<file path="src/rtl/serial_sub_pkg.sv">
// Shared types and defaults for the bit-serial subtractor.
package serial_sub_pkg;

    // Operation phases: wait for operands, shift one bit per cycle, hold result.
    typedef enum logic [1:0] {
        IDLE  = 2'd0,
        SHIFT = 2'd1,
        DONE  = 2'd2
    } state_t;

    // Default operand/result width.
    localparam int DEFAULT_WIDTH = 8;

endpackage : serial_sub_pkg

</file>
<file path="src/rtl/serial_sub_fs_bit.sv">
// One-bit full-subtractor cell: d = x - y - bi, bo = borrow out.
module fs_bit (
    input  logic x,
    input  logic y,
    input  logic bi,
    output logic d,
    output logic bo
);

    // Difference bit is the three-way parity of the inputs.
    assign d  = x ^ y ^ bi;

    // Borrow when y exceeds x, or when x equals y and a borrow comes in.
    assign bo = (~x & y) | (~(x ^ y) & bi);

endmodule : fs_bit

</file>
<file path="src/rtl/serial_sub.sv">
// Bit-serial subtractor: captures a, b and bin, then resolves the difference
// one bit per clock (LSB first) through a single full-subtractor cell with a
// registered borrow. The result is held until the consumer takes it.
module serial_sub
    import serial_sub_pkg::*;
#(
    parameter int WIDTH = DEFAULT_WIDTH
) (
    input  logic             clk,
    input  logic             rst_n,
    input  logic             in_valid,
    output logic             in_ready,
    input  logic [WIDTH-1:0] a,
    input  logic [WIDTH-1:0] b,
    input  logic             bin,
    output logic             out_valid,
    input  logic             out_ready,
    output logic [WIDTH-1:0] diff,
    output logic             borrow_out
);

    // Counter only has to reach WIDTH-1, and it stops there instead of wrapping.
    localparam int CNT_W = (WIDTH > 1) ? $clog2(WIDTH) : 1;
    localparam logic [CNT_W-1:0] CNT_LAST = CNT_W'(WIDTH - 1);

    state_t             state_r;
    state_t             state_s;
    logic [WIDTH-1:0]   sa_r;
    logic [WIDTH-1:0]   sb_r;
    logic [WIDTH-1:0]   diff_r;
    logic               br_r;
    logic [CNT_W-1:0]   cnt_r;
    logic               d_s;
    logic               bo_s;
    logic               last_s;

    // The single subtract cell always looks at the current LSBs and borrow.
    fs_bit u_cell (
        .x  (sa_r[0]),
        .y  (sb_r[0]),
        .bi (br_r),
        .d  (d_s),
        .bo (bo_s)
    );

    // This SHIFT cycle processes the MSB, so the result is complete after it.
    assign last_s = (cnt_r == CNT_LAST);

    // State register; reset abandons any operation in flight.
    always_ff @(posedge clk or negedge rst_n) begin
        if (!rst_n) begin
            state_r <= IDLE;
        end else begin
            state_r <= state_s;
        end
    end

    // Next-state decode.
    always_comb begin
        state_s = state_r;
        case (state_r)
            IDLE: begin
                if (in_valid) begin
                    state_s = SHIFT;
                end else begin
                    state_s = IDLE;
                end
            end
            SHIFT: begin
                if (last_s) begin
                    state_s = DONE;
                end else begin
                    state_s = SHIFT;
                end
            end
            DONE: begin
                if (out_ready) begin
                    state_s = IDLE;
                end else begin
                    state_s = DONE;
                end
            end
            default: begin
                state_s = IDLE;
            end
        endcase
    end

    // Operand capture, serial shifting and borrow/counter update; all held in DONE.
    always_ff @(posedge clk or negedge rst_n) begin
        if (!rst_n) begin
            sa_r   <= '0;
            sb_r   <= '0;
            diff_r <= '0;
            br_r   <= 1'b0;
            cnt_r  <= '0;
        end else begin
            case (state_r)
                IDLE: begin
                    if (in_valid) begin
                        sa_r   <= a;
                        sb_r   <= b;
                        br_r   <= bin;
                        diff_r <= '0;
                        cnt_r  <= '0;
                    end
                end
                SHIFT: begin
                    sa_r   <= {1'b0, sa_r[WIDTH-1:1]};
                    sb_r   <= {1'b0, sb_r[WIDTH-1:1]};
                    diff_r <= {d_s, diff_r[WIDTH-1:1]};
                    br_r   <= bo_s;
                    if (!last_s) begin
                        cnt_r <= cnt_r + CNT_W'(1);
                    end
                end
                default: begin
                    sa_r   <= sa_r;
                    sb_r   <= sb_r;
                    diff_r <= diff_r;
                    br_r   <= br_r;
                    cnt_r  <= cnt_r;
                end
            endcase
        end
    end

    // Handshake flags come straight from the state register; data from flops.
    assign in_ready   = (state_r == IDLE);
    assign out_valid  = (state_r == DONE);
    assign diff       = diff_r;
    assign borrow_out = br_r;

endmodule : serial_sub

</file>
<file path="config.mk">
export PLATFORM = sky130hd
export DESIGN_NAME = serial_sub
export DESIGN_NICKNAME = d
export VERILOG_FILES = /design/src/rtl/serial_sub_pkg.sv /design/src/rtl/serial_sub_fs_bit.sv /design/src/rtl/serial_sub.sv
export SDC_FILE = /design/constraint.sdc
export NUM_CORES = 1
export LEC_CHECK = 0
export BUFFER_PORTS_ARGS = -buffer_cell sky130_fd_sc_hd__buf_2
export CAP_MARGIN = 20
export CORE_MARGIN = 2
export CORE_UTILIZATION = 48
export DETAILED_ROUTE_END_ITERATION = 10
export GPL_ROUTABILITY_DRIVEN = 0
export PLACE_DENSITY = 0.76
export REMOVE_ABC_BUFFERS = 1
export SYNTH_ARGS = -nofsm -noshare
export SYNTH_HDL_FRONTEND = slang
export SYNTH_HIERARCHICAL = 1
export SYNTH_SLANG_ARGS = --single-unit
</file>
<file path="constraint.sdc">
create_clock -name clk -period 1.5 [get_ports clk]
set_clock_uncertainty 0.1 [all_clocks]
set_input_delay 0.225 -clock clk [delete_from_list [all_inputs] [get_ports clk]]
set_output_delay 0.225 -clock clk [all_outputs]
set_load 0.01 [all_outputs]
</file>
==> flow_summary.ini <==
[run_status]
status = complete, but fails checks
violations = negative setup slack

[synth]
yosys.area.top_type = dfrtp_1
synth_edf_count = 0
syn_inst = 129
async_reset_ff_frac = 1.00
ys_top_cells_by_area = dfrtp_1 (50%), o221a_2 (6.7%), or4b_1 (6.0%), a22o_1 (5.2%), nor3b_1 (4.0%)
synth-warning-count = 6
ys_seq_area_frac = 0.497
synth_cell_types = 25
yosysTopAreaCellShare = 0.497
yosysMostFrequentCell = dfrtp_1
synth_common_cells = dfrtp_1 (30), inv_1 (13), buf_2 (11)
synth.avg_cell_area_sq_um = 11.7
ys_ff_latch = 30
synth_ff_type = dfrtp_1
netlist_area_sq_um = 1510

[sta]
setup_slack_ns = -0.0237
min_period_over_period = 1.02
hold_violations = 0
final.min_clock_period_ns = 1.52
worstMarginPinSlew_ns = 0.649
finalSetupViolCount = 6
slew_viol_final = 0
rsz0062_at_grt = yes
slew_headroom = 0.567
tns_ns = -0.0864
holdWs_ns = 0.108
fmax_ghz = 0.656

[routing]
first_pass_iters = 4
drc_errors = 0
routed_via_density = 5.66
wl_met2_mm = 1.72
drt-met1-wl_mm = 1.39
avgRoutedWirePerCell_um = 15.1
top_layer = met4
ant_nets = 0
drt-total-wl_mm = 3.28
wl_met3_um = 136
dr_total_vias = 1229
drtIter0Drc = 55

[critical_path]
arrival_ns = 1.20
cp_top_family = flip-flops
end_kind = output port
crit_required_ns = 1.17
path_common_cell = buf_6
slowest_delay_ns = 0.40
critical_path_buf_inv_count = 3
critPathSlowestCell = dfrtp_1
critPathLaunchType = flip-flop
path_class = reg -> out
cp_max_fo = 4
crit_chain = buf_6 -> buf_12 -> nor2b_4 -> buf_6

[power]
leakage_nw = 0.948
ir_worst_vdd_mv = 1.13
powerDensity_nw_per_um2 = 1920

[layout]
stdcell_area_sq_um = 1990
multi_input_area_sq_um = 707
fillCellCount = 239
utilization = 0.657
diodes = 0
drive_above_1_share = 0.468
area_growth_pct = 31.6
final_nets = 196
seq_area_sq_um = 752

[floorplan]
top_level_ports = 32
die_h_um = 60.1
start_util = 0.499
core_sq_um = 3030
num_rows = 20
dieArea_sq_um = 3610
die_w_um = 60.1

[global_route]
grt-ovfl-total = 0
track_usage = 0.203
grt_pass1_wl_mm = 5.33
antenna_found_initial = 0
grt_max_degree = 31
grt_pass1_vias = 1169

[clock_network]
insertion_delay_ns = 0.32
cts_tree = built
cts.htree.levels = 2
clkSinkCount = 30
cts.clk_slew.worst_paths_ns = 0.10
clock_path_buffers = 2
cts_root_buf = clkbuf_4
numCtsBuffers = 5

[hold_path]
hp-class = in -> reg

[job]
cap_viol_max_count = 0

[placed_design]
portBuffers = 31
dp_hpwl_mm = 2.05
place_area_sq_um = 1700
[layout by cell type, fill, tap and decap left out, drive strengths merged]
master and instances:
a211o 2, a211oi 6, a21oi 1, a22o 9, buf 46, bufbuf 1
clkbuf 8, clkinv 1, dfrtp 30, dlygate4sd3 1, fa 1, ha 2
inv 13, nand2 2, nand2b 4, nand3 3, nor2 1, nor2b 2
nor3b 8, nor4b 6, nor4bb 2, o21ba 1, o21bai 1, o221a 9
o221ai 3, or2 1, or4b 9
[sequential cells by signal, indices dropped and copies added, names as in the netlist]
name and count:
sb_r 8, borrow_out 1, cnt_r 3, diff 8, sa_r 8, state_r 2
[kinds of logic after synthesis]
logic type / count (synthesis) / synth area share
AO/OA/AOI/OAI: 32 / 0.201
adder cells (fa/ha/maj): 3 / 0.0298
buffers and inverters: 26 / 0.0787
flip-flops: 30 / 0.497
AND/OR/NAND/NOR: 38 / 0.194
[cell type report]
class                      instances  share of cell area
sequential                        30               0.378
multi-input combinational         73               0.356
timing repair buffer              49               0.184
clock buffer                       7              0.0277
tap                               44              0.0277
inverter                          13              0.0245
clock inverter                     1             0.00252
[where the power goes]
group	internal (mW)	switching (mW)	leakage, nW
combinational	1.08	0.837	0.550
sequential	1.17	0.236	0.363
clock	0.227	0.277	0.0353
[path summary, 6_finish.rpt]
check / startpoint / endpoint / slack, ns / cells past startpoint
setup / recovery: state_r[0] / out_valid / -0.02 / 4
hold / removal: out_ready / state_r[1] / 0.11 / 3
setup reg to reg: state_r[0] / sa_r[4] / -0.02 / 4
hold reg to reg: diff[0] / diff[0] / 0.41 / 1
max in group asynchronous: rst_n / state_r[1] / 0.49 / 2
min in group asynchronous: rst_n / diff[6] / 0.36 / 2
[tightest hold or removal path, stage by stage]
cell and delay [ns]:
buf_2 0.09, inv_1 0.05, a22o_1 0.13
[what timing repair did]
action                                 4_1_cts  5_1_grt
gates resized for setup                      9       15
setup endpoints to repair                    3       27
endpoints found under the hold margin       30        0
hold buffers                                 1        0
setup buffers                                6        2
gates cloned                                 1        1
pin swaps                                    3        1
[layer usage]
layer  global-route usage  vias to the layer above
met5                    0                        -
met4               0.0698                        0
met3               0.0606                        6
met2                0.343                       27
met1                0.246                      620
li1                     -                      576
[metrics by stage]
step	total power, mW	setup slack [ns]	std cells
CTS	3.62	-0.0126	214
global placement	2.78	0.0619	198
floorplan	2.38	-0.186	116
detailed placement	2.87	0.0153	198
global route	4.12	-0.0747	217
finish	3.83	-0.0237	217
Note: power is estimated with default switching activity, not from simulation.
